===== config.mk =====
export PLATFORM = sky130hd
export DESIGN_NAME = mips_multicycle_ctrl
export DESIGN_NICKNAME = d
export VERILOG_FILES = /design/src/rtl/mips_multicycle_ctrl.sv
export SDC_FILE = /design/constraint.sdc
export NUM_CORES = 1
export LEC_CHECK = 0
export ABC_CLOCK_PERIOD_IN_PS = 2900
export CORE_UTILIZATION = 26
export DETAILED_ROUTE_END_ITERATION = 7
export DONT_BUFFER_PORTS = 1
export PLACE_DENSITY_LB_ADDON = 0.1
export SLEW_MARGIN = 25
export SYNTH_ARGS = -nofsm -noshare
export SYNTH_HDL_FRONTEND = slang
export SYNTH_SLANG_ARGS = --single-unit

===== constraint.sdc =====
create_clock -name clk -period 2.9 [get_ports clk]
set_input_delay 0.87 -clock clk [delete_from_list [all_inputs] [get_ports clk]]
set_output_delay 0.87 -clock clk [all_outputs]
set_load 0.01 [all_outputs]

===== src/rtl/mips_multicycle_ctrl.sv =====
// Multicycle MIPS control FSM for the lw/sw/R-type/beq/addi/j subset.
// The Moore strobes are registered: they are decoded from the next state and
// then loaded into ctrl_q, so they change on the same edge as State.
// Two outputs are combinational: ALUControl while in EXECUTE follows Funct,
// and PCEn follows Zero.
// Optional feature: define MIPS_CTRL_BNE_EN to add bne (Op=000101). bne
// shares the BRANCH state with beq and takes the branch on ~Zero.
// Handshake: this block has no valid/ready channel. Op and Funct must be held
// stable from DECODE until the instruction returns to FETCH.
module mips_multicycle_ctrl (
  input  logic       clk,
  input  logic       reset_n,
  input  logic [5:0] Op,
  input  logic [5:0] Funct,
  input  logic       Zero,
  output logic       IorD,
  output logic       MemWrite,
  output logic       IRWrite,
  output logic       RegDst,
  output logic       MemtoReg,
  output logic       RegWrite,
  output logic       ALUSrcA,
  output logic       PCWrite,
  output logic       Branch,
  output logic [1:0] ALUSrcB,
  output logic [1:0] PCSrc,
  output logic [2:0] ALUControl,
  output logic       PCEn,
  output logic [3:0] State
);

  typedef enum logic [3:0] {
    S_FETCH    = 4'd0,
    S_DECODE   = 4'd1,
    S_MEMADR   = 4'd2,
    S_MEMREAD  = 4'd3,
    S_MEMWB    = 4'd4,
    S_MEMWRITE = 4'd5,
    S_EXECUTE  = 4'd6,
    S_ALUWB    = 4'd7,
    S_BRANCH   = 4'd8,
    S_ADDIEX   = 4'd9,
    S_ADDIWB   = 4'd10,
    S_JUMP     = 4'd11
  } state_t;

  typedef struct packed {
    logic       iord;
    logic       mem_write;
    logic       ir_write;
    logic       reg_dst;
    logic       mem_to_reg;
    logic       reg_write;
    logic       alu_src_a;
    logic       pc_write;
    logic       branch;
    logic [1:0] alu_src_b;
    logic [1:0] pc_src;
    logic [2:0] alu_ctrl;
  } ctrl_t;

  localparam logic [5:0] OP_RTYPE = 6'b000000;
  localparam logic [5:0] OP_LW    = 6'b100011;
  localparam logic [5:0] OP_SW    = 6'b101011;
  localparam logic [5:0] OP_BEQ   = 6'b000100;
  localparam logic [5:0] OP_ADDI  = 6'b001000;
  localparam logic [5:0] OP_J     = 6'b000010;
`ifdef MIPS_CTRL_BNE_EN
  localparam logic [5:0] OP_BNE   = 6'b000101;
`endif

  localparam logic [2:0] ALU_AND = 3'b000;
  localparam logic [2:0] ALU_OR  = 3'b001;
  localparam logic [2:0] ALU_ADD = 3'b010;
  localparam logic [2:0] ALU_BAD = 3'b011;
  localparam logic [2:0] ALU_NOR = 3'b100;
  localparam logic [2:0] ALU_SUB = 3'b110;
  localparam logic [2:0] ALU_SLT = 3'b111;

  state_t     state_q, state_d;
  ctrl_t      ctrl_q, ctrl_d;
  logic [2:0] funct_alu;
  logic       funct_legal;
  logic       branch_cond;

  // Strobe pattern for a state. funct_ok gates RegWrite in ALUWB; it is
  // sampled while in EXECUTE, so ALUWB sees the Funct that EXECUTE saw.
  function automatic ctrl_t ctrl_for(input state_t s, input logic funct_ok);
    ctrl_t c;
    c = '0;
    c.alu_ctrl = ALU_ADD;
    case (s)
      S_FETCH: begin
        c.ir_write  = 1'b1;
        c.pc_write  = 1'b1;
        c.alu_src_b = 2'b01;
      end
      S_DECODE:   c.alu_src_b = 2'b11;
      S_MEMADR: begin
        c.alu_src_a = 1'b1;
        c.alu_src_b = 2'b10;
      end
      S_MEMREAD:  c.iord = 1'b1;
      S_MEMWB: begin
        c.mem_to_reg = 1'b1;
        c.reg_write  = 1'b1;
      end
      S_MEMWRITE: begin
        c.iord      = 1'b1;
        c.mem_write = 1'b1;
      end
      S_EXECUTE:  c.alu_src_a = 1'b1;
      S_ALUWB: begin
        c.reg_dst   = 1'b1;
        c.reg_write = funct_ok;
      end
      S_BRANCH: begin
        c.alu_src_a = 1'b1;
        c.alu_ctrl  = ALU_SUB;
        c.branch    = 1'b1;
        c.pc_src    = 2'b01;
      end
      S_ADDIEX: begin
        c.alu_src_a = 1'b1;
        c.alu_src_b = 2'b10;
      end
      S_ADDIWB:   c.reg_write = 1'b1;
      S_JUMP: begin
        c.pc_src   = 2'b10;
        c.pc_write = 1'b1;
      end
      default:    c = '0;
    endcase
    return c;
  endfunction

  // Funct field to ALU operation. Any unlisted code maps to 011 and
  // suppresses the ALUWB write-back.
  always_comb begin
    funct_alu = ALU_BAD;
    case (Funct)
      6'b100000: funct_alu = ALU_ADD;
      6'b100010: funct_alu = ALU_SUB;
      6'b100100: funct_alu = ALU_AND;
      6'b100101: funct_alu = ALU_OR;
      6'b101010: funct_alu = ALU_SLT;
      6'b100111: funct_alu = ALU_NOR;
      default:   funct_alu = ALU_BAD;
    endcase
    funct_legal = (funct_alu != ALU_BAD);
  end

  // Next-state logic and the registered strobes for that next state.
  always_comb begin
    state_d = S_FETCH;
    case (state_q)
      S_FETCH:  state_d = S_DECODE;
      S_DECODE: begin
        case (Op)
          OP_LW, OP_SW: state_d = S_MEMADR;
          OP_RTYPE:     state_d = S_EXECUTE;
          OP_BEQ:       state_d = S_BRANCH;
`ifdef MIPS_CTRL_BNE_EN
          OP_BNE:       state_d = S_BRANCH;
`endif
          OP_ADDI:      state_d = S_ADDIEX;
          OP_J:         state_d = S_JUMP;
          default:      state_d = S_FETCH;
        endcase
      end
      S_MEMADR:  state_d = (Op == OP_LW) ? S_MEMREAD : S_MEMWRITE;
      S_MEMREAD: state_d = S_MEMWB;
      S_EXECUTE: state_d = S_ALUWB;
      S_ADDIEX:  state_d = S_ADDIWB;
      default:   state_d = S_FETCH;
    endcase
    ctrl_d = ctrl_for(state_d, funct_legal);
  end

  // State and strobe registers. Reset loads FETCH and its strobes, so the
  // only strobes visible after reset are the FETCH ones.
  always_ff @(posedge clk) begin
    if (!reset_n) begin
      state_q <= S_FETCH;
      ctrl_q  <= ctrl_for(S_FETCH, 1'b0);
    end else begin
      state_q <= state_d;
      ctrl_q  <= ctrl_d;
    end
  end

  // Branch condition: beq branches on Zero, bne (when enabled) on ~Zero.
  always_comb begin
`ifdef MIPS_CTRL_BNE_EN
    branch_cond = (Op == OP_BNE) ? ~Zero : Zero;
`else
    branch_cond = Zero;
`endif
  end

  assign IorD       = ctrl_q.iord;
  assign MemWrite   = ctrl_q.mem_write;
  assign IRWrite    = ctrl_q.ir_write;
  assign RegDst     = ctrl_q.reg_dst;
  assign MemtoReg   = ctrl_q.mem_to_reg;
  assign RegWrite   = ctrl_q.reg_write;
  assign ALUSrcA    = ctrl_q.alu_src_a;
  assign PCWrite    = ctrl_q.pc_write;
  assign Branch     = ctrl_q.branch;
  assign ALUSrcB    = ctrl_q.alu_src_b;
  assign PCSrc      = ctrl_q.pc_src;
  assign ALUControl = (state_q == S_EXECUTE) ? funct_alu : ctrl_q.alu_ctrl;
  assign PCEn       = ctrl_q.pc_write | (ctrl_q.branch & branch_cond);
  assign State      = state_q;

endmodule


==> out/results.tsv, run 1 <==
stage	metric	value	unit
floorplanning	io_pins	36	
yosys	synth_edf_count	0	
critical_path	start_kind	flop	
critical_path	required	2.03	ns
floorplanning	rows	21	
yosys	synthArstFlopShare	0	%
yosys	syn_area_per_cell	8.46	sq um
place	gp_congestion	0.803	
pwr	leakage	0.357	nW
cells_and_area	nets	123	
global_route	gr-total-overflow	0	
cells_and_area	syn2layout_area_growth	4.48	%
timing	worst_hold_slack	0.640	ns
critical_path	crit_buf_inv	0	
cts	cts_buffer_depth	2	
timing	setup_viol	0	
critical_path	path_delay_family	flip-flops	
floorplanning	die_h	61.6	um
floorplanning	fp.dieW	61.6	um
timing	fin_crit_sh	87.8	%
global_route	use_met1	16.6	%
place	io_buffers	0	
floorplanning	coreArea	3360	sq um
cells_and_area	stdcell_area	963	sq um
place	post-place-ws	0.381	ns
yosys	synth_cell_types	44	
critical_path	cp_max_fo	11	
cells_and_area	drive_above_1_share	7.48	%
timing	fmax	0.393	GHz
critical_path	slowest_stage	dfxtp_1	
timing	fin_setup_tns	0	ns
drt	first_pass_iters	4	
timing	final_max_slew_viol_count	0	
pwr	p_per_area	425	nW/um^2
floorplanning	initial_core_util	27.4	%
timing	worst_slew_pin_slew	0.535	ns
global_route	grtUsageMet3	3.99	%
timing	setup_ws	0.354	ns
timing	maxSlewHeadroom	63.7	%
yosys	ys_ff_latch	17	
critical_path	arrival	1.68	ns
drt	drtIter0Drc	18	
yosys	ys_seq_area_share	36.9	%
drt	avgRoutedWirePerCell	13.8	um
timing	hold_violations	0	
yosys	ys_warn_count	0	
global_route	grt_pass1_vias	680	
yosys	syn-cell-area	922	sq um
critical_path	r2r_cells	5	
floorplanning	design.die.area	3790	sq um
place	place_hpwl	1610	um
timing	skew	0.00506	ns
critical_path	critPathKind	reg -> out	
cts	clockRootBuffer	clkbuf_4	
hold_path	worst_hold_path.num_cells	1	
critical_path	path_cells	nand4_1 -> nor2_1 -> a32o_1	
cells_and_area	layout_commonest_cell	dfxtp_1	
yosys	yosys_most_used_dff	dfxtp_1	
yosys	synth_area_leaders	dfxtp_1, nand2b_1, nor2_1	
cts	worstSkewPairLatency	0.29	ns
global_route	grt_first_pass_wirelength	3310	um
hold_path	hold_path_class	in -> reg	
cells_and_area	mostFrequentLayoutCells	dfxtp_1, nor2_1, inv_1	
global_route	met2_usage	17.5	%
run	drv_cap	0	
critical_path	worstSetupPathDepth	3	
pwr	irDropWorstVdd	0.0906	mV
global_route	grt_max_degree	12	
yosys	yosysTopAreaCell	dfxtp_1	
cts	cts-resized-gates	0	
cts	clock-sinks	17	
global_route	antenna_found_initial	0	
critical_path	cp-end-kind	output pin	
timing	period_needed	2.55	ns
place	place_area	937	sq um
cts	cts_setup_buffers	0	
cts	numCtsBuffers	3	
status	run_status	finished clean	
drt	vias_per_cell	5.01	
timing	rsz0062_at_grt	false	
yosys	yosysTopAreaCellShare	36.9	%
critical_path	critPathMaxStageDelay	0.63	ns
cts	clk_pin_slew	0.10	ns
cells_and_area	diodes	0	
yosys	synth_fp_nets	124	
yosys	synthCells	109	
global_route	grt-busiest-layer	met2	
drt	final_antenna_net_count	0	
cts	cts_hold_buf	0	
cts	cts_tree	done	
drt	wl	2110	um
drt	route.vias.total	767	
cts	htreeDepth	1	
global_route	grt_usage	12.3	%
drt	drc	0	
final timing paths:
| kind | startpoint | endpoint | slack, ns |
|---|---|---|---|
| max | State[1]$_SDFF_PN0_ | ALUControl[2] | 0.35 |
| min | reset_n | IRWrite$_SDFF_PN1_ | 0.64 |
| max reg2reg | State[0]$_SDFF_PN0_ | ALUSrcA$_SDFF_PN0_ | 0.70 |
| min reg2reg | State[0]$_SDFF_PN0_ | PCSrc[1]$_SDFF_PN0_ | 0.80 |
kinds of logic after synthesis:
kind of cell / Yosys count / synth area share [%]
simple gates: 48 / 32.4
compound gates: 24 / 17.8
flops: 17 / 36.9
buf+inv: 15 / 8.68
xor+xnor: 4 / 3.80
other cells: 1 / 0.407
sequential cells by signal (all words and copies together) (netlist names):
| register | cells |
|---|---|
| ALUSrcA | 1 |
| ALUSrcB | 2 |
| IRWrite | 1 |
| IorD | 1 |
| MemWrite | 1 |
| MemtoReg | 1 |
| PCSrc | 2 |
| PCWrite | 1 |
| RegDst | 1 |
| RegWrite | 1 |
| State | 4 |
| ctrl_q | 1 |
power by group:
group / leakage, nW / total (mW) / internal [mW] / switching (mW)
Clock: 0.0150 / 0.124 / 0.0534 / 0.0708
Sequential: 0.139 / 0.248 / 0.240 / 0.00860
Combinational: 0.203 / 0.0372 / 0.0178 / 0.0194
Total: 0.357 / 0.409 / 0.311 / 0.0987
layer usage:
| metal | share of wire, % | vias to the layer above | routed length (um) |
|---|---|---|---|
| li1 | - | 383 | - |
| met1 | 47 | 358 | 985 |
| met2 | 47 | 24 | 991 |
| met3 | 5.7 | 2 | 119 |
| met4 | 0.47 | 0 | 10 |
| met5 | 0 | - | 0 |
stage by stage:
step | util (%) | instances | power (mW)
after floorplan | - | 109 | 0.286
after global placement | 27.9 | 149 | 0.291
after detailed placement | 27.9 | 149 | 0.291
after CTS | 28.6 | 153 | 0.421
after global routing | 28.6 | 153 | 0.438
final | 28.6 | 153 | 0.409
synth_stat cells, drive strengths merged, types with 2 or more instances:
cell and n:
a21oi 5, a31oi 2, and4bb 2, nand2b 7, nor4b 2, o21ai 7
or3 2, nor3 4, dfxtp 17, and3 2, inv 8, buf 6
nand2 5, nor3b 2, xor2 3, nand3 4, nor2 9, or2 2
layout make-up:
cell class,instances,area [sq um]
Sequential cell,17,340
Inverter,8,30.0
Tap cell,46,57.6
Timing Repair Buffer,1,7.51
Clock buffer,4,26.3
Multi-Input combinational cell,77,502
Fill cell,388,2400
(Power assumes the default switching activity.)
==> run 2, diff against run 1 <==
--- a/config.mk
+++ b/config.mk
@@ -5,6 +5,7 @@
 export SDC_FILE = /design/constraint.sdc
 export NUM_CORES = 1
 export LEC_CHECK = 0
+export ABC_AREA = 1
 export ABC_CLOCK_PERIOD_IN_PS = 2900
 export CORE_UTILIZATION = 26
 export DETAILED_ROUTE_END_ITERATION = 7
==> run 2 against run 1 <==
Global-route usage is 1.1 points lower. Clock skew about the same. Final cell count increased by 27%. Sequential share of layout area shrank 2.7 points. Synthesized area grew 5.0%. Via count is 15% higher.
==> out/results.tsv, run 2 <==
stage	metric	value	unit	change
global_route	antenna_found_initial	0		unchanged
run	drv_cap	0		unchanged
floorplanning	die_h	63.0	um	+2.4%
yosys	yosys_most_used_dff	dfxtp_1		
yosys	synthArstFlopShare	0	%	unchanged
timing	hold_violations	0		unchanged
critical_path	cp-end-kind	output pin		
yosys	synth_edf_count	0		unchanged
floorplanning	design.die.area	3970	sq um	+4.8%
global_route	grt_pass1_vias	807		+19%
global_route	grt_first_pass_wirelength	3480	um	+5.2%
place	post-place-ws	0.233	ns	-0.148 ns
critical_path	start_kind	input pin		
critical_path	path_delay_family	simple AND/OR/NAND/NOR gates		
cts	cts-resized-gates	0		unchanged
yosys	syn-cell-area	968	sq um	+5.0%
pwr	p_seq_share	53.3	%	-7.3 points
floorplanning	initial_core_util	28.1	%	+0.72 points
drt	final_antenna_net_count	0		unchanged
timing	rsz0062_at_grt	false		
floorplanning	fp.dieW	63.0	um	+2.4%
cts	cts_hold_buf	0		unchanged
critical_path	arrival	1.80	ns	+0.12 ns
timing	setup_viol	0		unchanged
cells_and_area	diodes	0		unchanged
drt	avgRoutedWirePerCell	10.8	um	-21%
yosys	ys_ff_latch	17		unchanged
critical_path	slowest_stage	a31oi_1		
status	run_status	finished clean		
cts	htreeDepth	1		unchanged
place	io_buffers	0		unchanged
yosys	yosysTopAreaCell	dfxtp_1		
critical_path	critPathKind	in -> out		
cts	cts_tree	done		
drt	first_pass_iters	4		unchanged
floorplanning	coreArea	3440	sq um	+2.3%
yosys	synthCells	149		+37%
cts	clockRootBuffer	clkbuf_8		
pwr	p_per_area	451	nW/um^2	+6.0%
drt	vias_per_cell	4.53		-9.7%
critical_path	required	2.03	ns	about the same
yosys	yosysTopAreaCellShare	35.1	%	-1.8 points
cells_and_area	drive_above_1_share	13.4	%	+5.9 points
place	gp_congestion	0.771		-4.0%
timing	period_needed	2.67	ns	+0.123 ns
drt	wl	2110	um	+0.38%
floorplanning	rows	21		unchanged
yosys	ys_warn_count	0		unchanged
critical_path	crit_buf_inv	1		+1
timing	final_max_slew_viol_count	0		unchanged
cts	numCtsBuffers	3		unchanged
pwr	p_clk_share	36.9	%	+6.6 points
timing	worst_hold_slack	0.637	ns	-0.00262 ns
cells_and_area	nets	165		+34%
yosys	syn_area_per_cell	6.50	sq um	-23%
place	place_area	996	sq um	+6.3%
pwr	leakage	0.510	nW	+43%
yosys	ys_seq_area_share	35.1	%	-1.8 points
timing	setup_ws	0.231	ns	-0.123 ns
floorplanning	io_pins	36		unchanged
yosys	synth_area_leaders	dfxtp_1, nand2_1, nor2_1		
pwr	switching_share	25.0	%	+0.89 points
timing	fin_setup_tns	0	ns	unchanged
critical_path	path_cells	inv_1 -> or2_2 -> nor3_1 -> nand2_1 -> a31oi_1		
drt	drc	0		unchanged
drt	route.vias.total	883		+15%
global_route	grt_usage	11.2	%	-1.1 points
cts	cts_buffer_depth	2		unchanged
pwr	netSwitchingPower	0.117	mW	+19%
cts	clock-sinks	17		unchanged
yosys	synthTopCellsByCount	nand2_1, nor2_1, inv_1, nand3_1, dfxtp_1		
pwr	irDropWorstVdd	0.147	mV	+62%
global_route	grt_max_degree	11		-1
drt	drtIter0Drc	24		+6
hold_path	hold_path_class	reg -> reg		
cells_and_area	stdcell_area	1040	sq um	+8.2%
critical_path	critPathMaxStageDelay	0.32	ns	-0.31 ns
cells_and_area	syn2layout_area_growth	7.62	%	
timing	skew	0.00495	ns	-0.000113 ns
pwr	p_comb_share	9.9	%	+0.8 points
timing	fmax	0.375	GHz	-4.6%
cells_and_area	layout_commonest_cell	nand2_1		
cts	cts_setup_buffers	0		unchanged
cts	clk_pin_slew	0.07	ns	-0.03 ns
global_route	gr-total-overflow	0		unchanged
pwr	p_int	0.352	mW	+13%
yosys	synth.most_common_cell	nand2_1		
cells_and_area	largest_reg_flops	4		unchanged
cts	worstSkewPairLatency	0.25	ns	-0.04 ns
yosys	synth_fp_nets	164		+32%
place	place_hpwl	1700	um	+5.6%
cells_and_area	mostFrequentLayoutCells	nand2_1, nor2_1, inv_1, nand3_1, dfxtp_1		
critical_path	cp_max_fo	3		-8
yosys	synth_cell_types	25		-43%
timing	fin_crit_sh	92.0	%	+4.2 points
[run 2: changes by cell type in the layout (fill, tap and decap cells not counted), sizes merged, moves of 3 or more]
cell / previous run / this run
xor2: 3 / 0
inv: 8 / 22
nor2: 9 / 32
nand2: 5 / 35
o21ai: 7 / 1
nand2b: 7 / 0
nand3: 4 / 21
[run 2: worst paths after layout]
path / cells after the start / start / endpoint / slack, ns
worst min register to register: 2 / State[1]$_SDFF_PN0_ / IorD$_SDFF_PN0_ / 0.64
worst max-delay path: 5 / Funct[2] / ALUControl[2] / 0.23
worst min-delay path: 2 / State[1]$_SDFF_PN0_ / IorD$_SDFF_PN0_ / 0.64
worst max register to register: 9 / State[0]$_SDFF_PN0_ / ALUSrcB[1]$_SDFF_PN0_ / 1.40
[run 2: kinds of logic (layout without fill, tap and decap cells)]
group	after synthesis	in the layout	synth area share, %
buffers and inverters	27	27	12.3
flip-flops	17	17	35.1
AO/OA/AOI/OAI	8	8	5.43
AND/OR/NAND/NOR	96	96	46.8
other	1	1	0.387
[run 2: worst reg2reg max path: cells and delay by family (launching register included)]
kind          cells  cell delay [ns]
flops             1             0.50
simple gates      7             0.76
buf+inv           2             0.14
[run 2: layout make-up]
cell class / instances / area, sq um
Fill cell: 380 / 2400
Tap cell: 46 / 57.6
Clock buffer: 3 / 41.3
Clock inverter: 1 / 5.00
Inverter: 23 / 88.8
Multi-Input combinational cell: 105 / 509
Sequential cell: 17 / 340
[run 2: metal layers]
layer | global-route usage [%] | wire (um) | part of all wire [%]
met1 | 14.5 | 1010 | 48
met2 | 17.1 | 905 | 43
met3 | 2.19 | 155 | 7.3
met4 | 6.10 | 42 | 2.0
met5 | 0 | 0 | 0
[run 2: through the flow]
stage | utilization (%) | total power [mW] | std cells
after floorplan | - | 0.296 | 149
after global placement | 28.9 | 0.302 | 191
after detailed placement | 28.9 | 0.302 | 191
after CTS | 30.3 | 0.479 | 195
after global routing | 30.3 | 0.499 | 195
final | 30.3 | 0.470 | 195
[run 2: power by group through the flow]
stage	registers, mW	logic [mW]	clock network [mW]
3_3_place_gp	0.256	0.0463	0
4_1_cts	0.250	0.0467	0.182
3_5_place_dp	0.256	0.0464	0
6_report	0.250	0.0463	0.173
2_1_floorplan	0.253	0.0429	0
5_1_grt	0.251	0.0530	0.195
==> run 3, diff against run 2 <==
--- a/config.mk
+++ b/config.mk
@@ -7,7 +7,7 @@
 export LEC_CHECK = 0
 export ABC_AREA = 1
 export ABC_CLOCK_PERIOD_IN_PS = 2900
-export CORE_UTILIZATION = 26
+export CORE_UTILIZATION = 40
 export DETAILED_ROUTE_END_ITERATION = 7
 export DONT_BUFFER_PORTS = 1
 export PLACE_DENSITY_LB_ADDON = 0.1
==> run 3 against run 2 <==
Non-clock buffer count unchanged. Design area decreased by 4.0%. Sequential share of layout area increased by 1.3 points. Worst hold slack improved by 0.0021 ns. Flip-flop and latch count unchanged. Die area decreased by 34%. Critical path depth unchanged. Core utilization increased by 14 points. Final cell count decreased by 9.2%. First-iteration DRC count decreased by 38%. Via count decreased by 1.8%. Largest power group unchanged.
==> out/results.tsv, run 3 (synthesized netlist as in run 2, its figures left out) <==
stage	metric	value	unit	change
drt	vias_per_cell	4.90		+8.2%
drt	avgRoutedWirePerCell	11.4	um	+5.1%
cts	cts_hold_buf	0		unchanged
critical_path	timing.rr.end	ALUSrcB[1]$_SDFF_PN0_		
pwr	leakage	0.502	nW	-1.5%
cells_and_area	drive_above_1_share	13.4	%	unchanged
timing	setup_viol	0		unchanged
global_route	grt_max_degree	11		unchanged
critical_path	critPathKind	in -> out		
hold_path	holdPathEnd	IRWrite$_SDFF_PN1_		
critical_path	slowest_stage	a31oi_1		
critical_path	r2r_cells	9		unchanged
cts	cts_setup_buffers	0		unchanged
cts	cts-resized-gates	0		unchanged
critical_path	cp-end-kind	output pin		
timing	period_needed	2.74	ns	+0.0665 ns
cts	clk_pin_slew	0.10	ns	+0.03 ns
critical_path	r2r_start	State[0]$_SDFF_PN0_		
timing	fin_crit_sh	94.3	%	+2.3 points
floorplanning	die_h	51.2	um	-19%
cts	clock-sinks	17		unchanged
global_route	grt_first_pass_wirelength	3510	um	+0.80%
drt	route.vias.total	867		-1.8%
drt	wl	2020	um	-4.6%
timing	hold_violations	0		unchanged
cts	clockRootBuffer	clkbuf_4		
timing	fmax	0.366	GHz	-2.4%
floorplanning	initial_core_util	43.0	%	+15 points
cts	numCtsBuffers	3		unchanged
global_route	antenna_found_initial	0		unchanged
cells_and_area	mostFrequentLayoutCells	nand2_1, nor2_1, inv_1, nand3_1, dfxtp_1		
floorplanning	coreArea	2250	sq um	-34%
critical_path	critPathMaxStageDelay	0.31	ns	about the same
place	place_hpwl	1650	um	-3.1%
critical_path	required	2.03	ns	about the same
critical_path	r2r_slack	1.43	ns	+0.03 ns
place	io_buffers	0		unchanged
critical_path	start_kind	input pin		
cells_and_area	nets	165		unchanged
critical_path	cp_max_fo	3		unchanged
cts	worstSkewPairLatency	0.29	ns	+0.04 ns
cts	cts_buffer_depth	2		unchanged
drt	first_pass_iters	4		unchanged
hold_path	worst_hold_path.num_cells	1		-1
timing	rsz0062_at_grt	false		
floorplanning	fp.dieW	51.2	um	-19%
drt	drc	0		unchanged
cts	htreeDepth	1		unchanged
hold_path	hp-start	reset_n		
global_route	gr-total-overflow	0		unchanged
hold_path	hold_path_class	in -> reg		
floorplanning	rows	17		-19%
pwr	p_per_area	419	nW/um^2	-7.0%
critical_path	path_cells	inv_1 -> or2_2 -> nor3_1 -> nand2_1 -> a31oi_1		
timing	final_max_slew_viol_count	0		unchanged
timing	worst_hold_slack	0.639	ns	+0.00205 ns
pwr	irDropWorstVdd	0.268	mV	+83%
timing	fin_setup_tns	0	ns	unchanged
floorplanning	design.die.area	2620	sq um	-34%
critical_path	arrival	1.87	ns	+0.07 ns
cells_and_area	layout_commonest_cell	nand2_1		
floorplanning	io_pins	36		unchanged
cts	cts_tree	done		
cells_and_area	diodes	0		unchanged
drt	final_antenna_net_count	0		unchanged
run	drv_cap	0		unchanged
timing	skew	0.00652	ns	+0.00157 ns
drt	drtIter0Drc	15		-38%
cells_and_area	syn2layout_area_growth	3.36	%	
global_route	grt_usage	17.9	%	+6.8 points
global_route	grt_pass1_vias	883		+9.4%
place	gp_congestion	0.828		+7.4%
cells_and_area	largest_reg_flops	4		unchanged
status	run_status	finished clean		
run 3: cell counts in the layout (fill, tap and decap cells not counted):
Identical to the previous run, type by type.
run 3: final cells by class:
type	instances	area, sq um
Sequential cell	17	340
Multi-Input combinational cell	105	509
Clock inverter	1	5.00
Clock buffer	3	22.5
Fill cell	257	1250
Inverter	23	88.8
Tap cell	28	35.0
run 3: per-stage QoR:
step | util [%] | total power, mW | setup slack, ns | cells | instance area [sq um]
global route | 44.4 | 0.444 | 0.107 | 177 | 1000
global placement | 43.2 | 0.301 | 0.279 | 173 | 973
floorplan | - | 0.296 | 0.323 | 149 | 968
detailed placement | 43.2 | 0.302 | 0.199 | 173 | 973
CTS | 44.4 | 0.425 | 0.199 | 177 | 1000
finish | 44.4 | 0.420 | 0.165 | 177 | 1000
run 3: worst max path at each step:
| stage | startpoint | endpoint | slack [ns] | depth (start not counted) |
|---|---|---|---|---|
| floorplan | Funct[2] | ALUControl[2] | 0.32 | 5 |
| global placement | Funct[2] | ALUControl[2] | 0.28 | 5 |
| detailed placement | Funct[2] | ALUControl[2] | 0.20 | 5 |
| CTS | Funct[2] | ALUControl[2] | 0.20 | 5 |
| global route | Funct[2] | ALUControl[2] | 0.11 | 5 |
| finish | Funct[2] | ALUControl[2] | 0.16 | 5 |
run 3: routing by layer:
metal,routed length (um),track usage [%],up-vias
met5,0,0,-
met4,12,4.17,0
met3,133,6.25,2
met2,958,32.5,25
met1,912,19.7,377
li1,-,-,463
run 3: critical path: cells and delay by family:
| kind | cells | cell delay, ns |
|---|---|---|
| simple gates | 3 | 0.66 |
| compound gates | 1 | 0.31 |
| buf+inv | 1 | 0.03 |
run 3: report_power, final:
part	internal, mW	switching [mW]	total [mW]
Sequential	0.241	0.00904	0.250
Combinational	0.0158	0.0307	0.0465
Clock	0.0513	0.0718	0.123
